File: config.mk
export PLATFORM = sky130hd
export DESIGN_NAME = if_fetch_stage
export DESIGN_NICKNAME = d
export VERILOG_FILES = /design/src/rtl/if_fetch_stage_pkg.sv /design/src/rtl/if_fetch_stage_inst_queue.sv /design/src/rtl/if_fetch_stage.sv
export SDC_FILE = /design/constraint.sdc
export NUM_CORES = 1
export LEC_CHECK = 0
export ABC_AREA = 0
export BUFFER_PORTS_ARGS = -buffer_cell sky130_fd_sc_hd__buf_2
export CORE_MARGIN = 4
export CORE_UTILIZATION = 38
export DETAILED_ROUTE_END_ITERATION = 12
export PLACE_DENSITY = 0.55
export RECOVER_POWER = 25
export SYNTH_ARGS = -nofsm -noshare
export SYNTH_HDL_FRONTEND = slang
export SYNTH_HIERARCHICAL = 1
export SYNTH_SLANG_ARGS = --single-unit
File: constraint.sdc
create_clock -name clk -period 3.6 [get_ports clk]
set_input_delay 0 -clock clk [delete_from_list [all_inputs] [get_ports clk]]
set_output_delay 0 -clock clk [all_outputs]
set_load 0.05 [all_outputs]
File: src/rtl/if_fetch_stage_pkg.sv
// Shared defaults and constants for the instruction-fetch stage.
// Latency: n/a (types/constants only).
// Backpressure: n/a.
package if_fetch_stage_pkg;

    localparam int ISIZE_DEF  = 16;
    localparam int DSIZE_DEF  = 16;
    localparam int QDEPTH_DEF = 2;

    // Instruction presented to decode while the fetch queue is empty.
    localparam logic [DSIZE_DEF-1:0] NOP_INST = 16'h0000;

endpackage

File: src/rtl/if_fetch_stage_inst_queue.sv
// Small sync FIFO of {pc, inst} words returned from instruction memory.
// Latency: a word pushed in cycle T is at the head in T+1; head comes straight from storage flops.
// Backpressure: caller guarantees no push when full; flush wins over a same-cycle push and pop.
module inst_queue #(
    parameter int AW    = 16,
    parameter int DW    = 16,
    parameter int DEPTH = 2
) (
    input  logic                     clk,
    input  logic                     rst,
    input  logic                     flush,
    input  logic                     push,
    input  logic [AW-1:0]            push_pc,
    input  logic [DW-1:0]            push_inst,
    input  logic                     pop,
    output logic [$clog2(DEPTH):0]   count,
    output logic                     head_valid,
    output logic [AW-1:0]            head_pc,
    output logic [DW-1:0]            head_inst
);

    localparam int PW = $clog2(DEPTH);

    logic [AW-1:0] pc_mem   [DEPTH];
    logic [DW-1:0] inst_mem [DEPTH];
    logic [PW-1:0] wr_ptr;
    logic [PW-1:0] rd_ptr;
    logic          do_pop;

    assign head_valid = (count != '0);
    assign do_pop     = pop & head_valid;
    assign head_pc    = pc_mem[rd_ptr];
    assign head_inst  = inst_mem[rd_ptr];

    always_ff @(posedge clk) begin
        if (rst || flush) begin
            wr_ptr <= '0;
            rd_ptr <= '0;
            count  <= '0;
        end else begin
            if (push) begin
                wr_ptr <= wr_ptr + 1'b1;
            end
            if (do_pop) begin
                rd_ptr <= rd_ptr + 1'b1;
            end
            count <= count + (PW+1)'(push) - (PW+1)'(do_pop);
        end
    end

    // Storage needs no reset: count alone decides which slots are live.
    always_ff @(posedge clk) begin
        if (push) begin
            pc_mem[wr_ptr]   <= push_pc;
            inst_mem[wr_ptr] <= push_inst;
        end
    end

endmodule

File: src/rtl/if_fetch_stage.sv
// Instruction fetch: owns fetch PC, reads sync imem, queues words and hands {inst, pc, pc+1} to decode.
// Latency: issue at T, word queued at T+1, visible to decode at T+2; one instruction per cycle when unstalled.
// Backpressure: issue only while queued + in-flight words stay within QDEPTH; redirect flushes everything.
module if_fetch_stage
    import if_fetch_stage_pkg::*;
#(
    parameter int               ISIZE    = ISIZE_DEF,
    parameter int               DSIZE    = DSIZE_DEF,
    parameter int               QDEPTH   = QDEPTH_DEF,
    parameter logic [ISIZE-1:0] RESET_PC = '0
) (
    input  logic             clk,
    input  logic             rst,
    input  logic             redirect,
    input  logic [ISIZE-1:0] redirect_pc,
    input  logic             id_ready,
    output logic             imem_rd,
    output logic [ISIZE-1:0] imem_addr,
    input  logic [DSIZE-1:0] imem_data,
    output logic             if_valid,
    output logic [DSIZE-1:0] if_inst,
    output logic [ISIZE-1:0] if_pc,
    output logic [ISIZE-1:0] if_npc
);

    localparam int CW = $clog2(QDEPTH);

    logic [ISIZE-1:0] fetch_pc;
    logic [ISIZE-1:0] inflight_pc;
    logic             inflight;

    logic [CW:0]      count;
    logic [CW:0]      occupancy;
    logic             head_valid;
    logic [ISIZE-1:0] head_pc;
    logic [DSIZE-1:0] head_inst;

    logic             pop;
    logic             issue;
    logic             push;

    assign pop       = head_valid & id_ready;
    // Credit view after this cycle's pop: a new read is allowed only if its word is guaranteed a slot.
    assign occupancy = count + (CW+1)'(inflight) - (CW+1)'(pop);
    assign issue     = !rst && !redirect && (occupancy < (CW+1)'(QDEPTH));
    // A response landing in a redirect or reset cycle belongs to the old path and is dropped.
    assign push      = inflight && !redirect && !rst;

    always_ff @(posedge clk) begin
        if (rst) begin
            fetch_pc    <= RESET_PC;
            inflight    <= 1'b0;
            inflight_pc <= RESET_PC;
        end else if (redirect) begin
            fetch_pc    <= redirect_pc;
            inflight    <= 1'b0;
        end else begin
            inflight <= issue;
            if (issue) begin
                inflight_pc <= fetch_pc;
                fetch_pc    <= fetch_pc + 1'b1;
            end
        end
    end

    inst_queue #(
        .AW    (ISIZE),
        .DW    (DSIZE),
        .DEPTH (QDEPTH)
    ) u_inst_queue (
        .clk        (clk),
        .rst        (rst),
        .flush      (redirect),
        .push       (push),
        .push_pc    (inflight_pc),
        .push_inst  (imem_data),
        .pop        (pop),
        .count      (count),
        .head_valid (head_valid),
        .head_pc    (head_pc),
        .head_inst  (head_inst)
    );

    assign imem_rd   = issue;
    assign imem_addr = fetch_pc;

    assign if_valid  = head_valid;
    assign if_inst   = head_valid ? head_inst : DSIZE'(NOP_INST);
    assign if_pc     = head_valid ? head_pc   : '0;
    assign if_npc    = if_pc + 1'b1;

endmodule

==> metrics.yaml <==
clock_tree:
  h-tree-depth: 3
  clk_pin_slew_ns: 0.07
  cts_setup_buffers: 0
  tritoncts: "yes"
  cts_buffers: 9
  insertion_delay_ns: 0.34
  clk_path_buf_depth: 2
  clockRootBuffer: "clkbuf_16"
  cts_sinks: 102
grt:
  track_usage: 0.144
  antenna_found_initial: 0
  grt-ovfl-total: 0
  grt_pass1_wl_mm: 17.0
  grt_max_degree: 41
  grt_pass1_vias: 3551
synth:
  synth_top_area_share: 0.395
  yosysTopAreaCell: "edfxtp_1"
  synth_flop_cell: "edfxtp_1"
  syn_area_per_cell_sq_um: 12.0
  synth_area_leaders: "edfxtp_1, dfxtp_1, mux2_4"
  synth.net_count: 446
  yosys_register_bits: 102
  synthArstFlopShare: 0
  ys_seq_area_frac: 0.552
  synth_edf_count: 64
  syn_area_sq_um: 4860
  ys_warn_count: 6
  yosysUniqueCellTypes: 53
  synthCells: 406
layout:
  design_area_sq_um: 6060
  fill_cells: 1157
  multi_input_area_sq_um: 1960
  areaGrowthSynthToFinish_pct: 24.6
  mostFrequentLayoutCell: "buf_2"
  drive_above_1_share: 0.280
  fin_nets: 571
  diodes: 0
  final_cell_mix: "buf_2, edfxtp_1, nand2_1"
  seq_area_sq_um: 2680
critical_path:
  end_kind: "output pin"
  r2r_start: "u_inst_queue/count[0]$_SDFF_PP0_"
  crit_slowest_cell: "dfxtp_2"
  cp_max_fo: 17
  regToRegSetupSlack_ns: 0.79
  worstPathCellList: "buf_4 > mux2_2 > nand3_1 > nor4_1 > and4_1 > xnor2_1 > buf_2"
  crit_path_start_kind: "flop"
  critical_path_arrival_ns: 3.14
  path_class: "flop to output pin"
  worstPathRequired_ns: 3.60
  cp_top_family: "simple AND/OR/NAND/NOR gates"
  slowest_delay_ns: 0.67
  path_buf_inv: 2
floorplanning:
  die_w_um: 121
  die_y_um: 121
  start_util: 0.387
  coreArea_sq_um: 12600
  design.die.area_sq_um: 14700
  rows: 41
  io_pins: 102
flow_run:
  drv_cap: 0
timing:
  fmax_mhz: 318
  setup_tns_ns: 0
  tightest_slew_ns: 0.964
  min_period_over_period: 0.873
  drv_slew: 0
  slew_headroom: 0.356
  final.min_clock_period_ns: 3.14
  hold_viol_final: 0
  skew_ns: 0.00743
  finalSetupViolCount: 0
  rsz0062_at_grt: "false"
worst_hold_path:
  min_from: "redirect_pc[6]"
  hold_class: "input port to flop"
route:
  routed_wl_mm: 10.3
  antenna_left: 0
  wire_per_inst_um: 14.5
  viasPerCell: 4.95
  firstDrtPassIters: 4
  vias: 3503
  route.detailed.drc: 0
  drt-initial-drc-count: 193
power_and_ir_drop:
  pwr_density_cell_nw_per_um2: 406
  seq_power_share: 0.527
  p_clk_frac: 0.392
  p_int_mw: 1.88
  p_leak_nw: 2.43
  total_power_mw: 2.46
  power_frac_comb: 0.082
  vdd_drop_max_v: 0.000249
  switchingPower_mw: 0.579
  p_sw_frac: 0.235
placed_design:
  dp.final_hpwl_mm: 7.00
  routabilityCongestion: 0.813
  port_buffers: 101
  placed_area_sq_um: 5470
run_status:
  status: "completed"
==> sequential cells by signal, indices dropped and copies added (netlist names), named ones only <==
signal / flops
u_inst_queue/count: 2
u_inst_queue/rd_ptr: 1
inflight: 1
imem_addr: 16
u_inst_queue/inst_mem: 32
u_inst_queue/pc_mem: 32
u_inst_queue/wr_ptr: 1
inflight_pc: 16
==> Yosys cell counts (7+ instances only) <==
| library cell | number |
|---|---|
| dfxtp_1 | 38 |
| a311oi_1 | 7 |
| or4_1 | 7 |
| o211ai_1 | 9 |
| edfxtp_1 | 64 |
| and2_1 | 33 |
| nor2_1 | 13 |
| inv_1 | 16 |
| o21ai_0 | 11 |
| nand2_1 | 38 |
| mux2_4 | 30 |
| nand3_1 | 27 |
| clkbuf_1 | 14 |
| xnor2_1 | 15 |
==> path summary, 6_finish.rpt <==
kind / to / cells after the start
worst max-delay path: if_npc[14] / 7
worst min-delay path: imem_addr[6]$_SDFFE_PP0P_ / 5
worst max register to register: imem_addr[12]$_SDFFE_PP0P_ / 8
worst min register to register: u_inst_queue/pc_mem[0][15]$_DFFE_PP_ / 0
==> power by group through the flow <==
stage	Combinational [mW]	Sequential (mW)	Clock [mW]
floorplan	0.0841	1.35	0
global placement	0.176	1.32	0
detailed placement	0.178	1.32	0
CTS	0.204	1.30	0.992
global route	0.219	1.30	1.04
finish	0.201	1.30	0.964
==> tightest hold or removal path: cells and delay by family <==
kind	cells	cell delay [ns]
simple gates	4	0.32
buf+inv	1	0.08
==> what timing repair did <==
action	CTS	global route
gates resized for setup	0	0
hold buffers	31	0
endpoints found under the hold margin	47	0
endpoints found under the setup margin	0	0
==> area by class of cell <==
cell class | count | share of cell area
tap | 172 | 0.0355
clock inverter | 6 | 0.0116
multi-input combinational | 264 | 0.324
inverter | 16 | 0.00991
sequential | 102 | 0.443
clock buffer | 9 | 0.0372
timing repair buffer | 138 | 0.139
==> cell families after synthesis <==
kind of cell,after synthesis,synth area share
AOI/OAI and AO/OA,52,0.0772
xor gates and xnor gates,19,0.0371
adders and majority gates,4,0.0103
buffers and inverters,40,0.0479
DFF,102,0.552
muxes,34,0.102
and+or+nand+nor,155,0.174
==> metrics by stage <==
step                setup slack [ns]   util  instances  hold WS (ns)
finish                         0.456  0.482        707         0.108
floorplan                      0.476      -        406        0.0690
CTS                            0.435  0.484        707        0.0766
detailed placement             0.810  0.435        661         0.191
global placement               0.863  0.435        661         0.189
global route                   0.288  0.482        707         0.140
==> layer usage <==
metal | up-vias | track usage | part of all wire
met5 | - | 0 | 0
met1 | 1640 | 0.191 | 0.46
li1 | 1744 | - | -
met4 | 0 | 0.0460 | 0.011
met2 | 111 | 0.234 | 0.46
met3 | 8 | 0.0322 | 0.069
No activity file was read; power rests on OpenSTA's default activity.
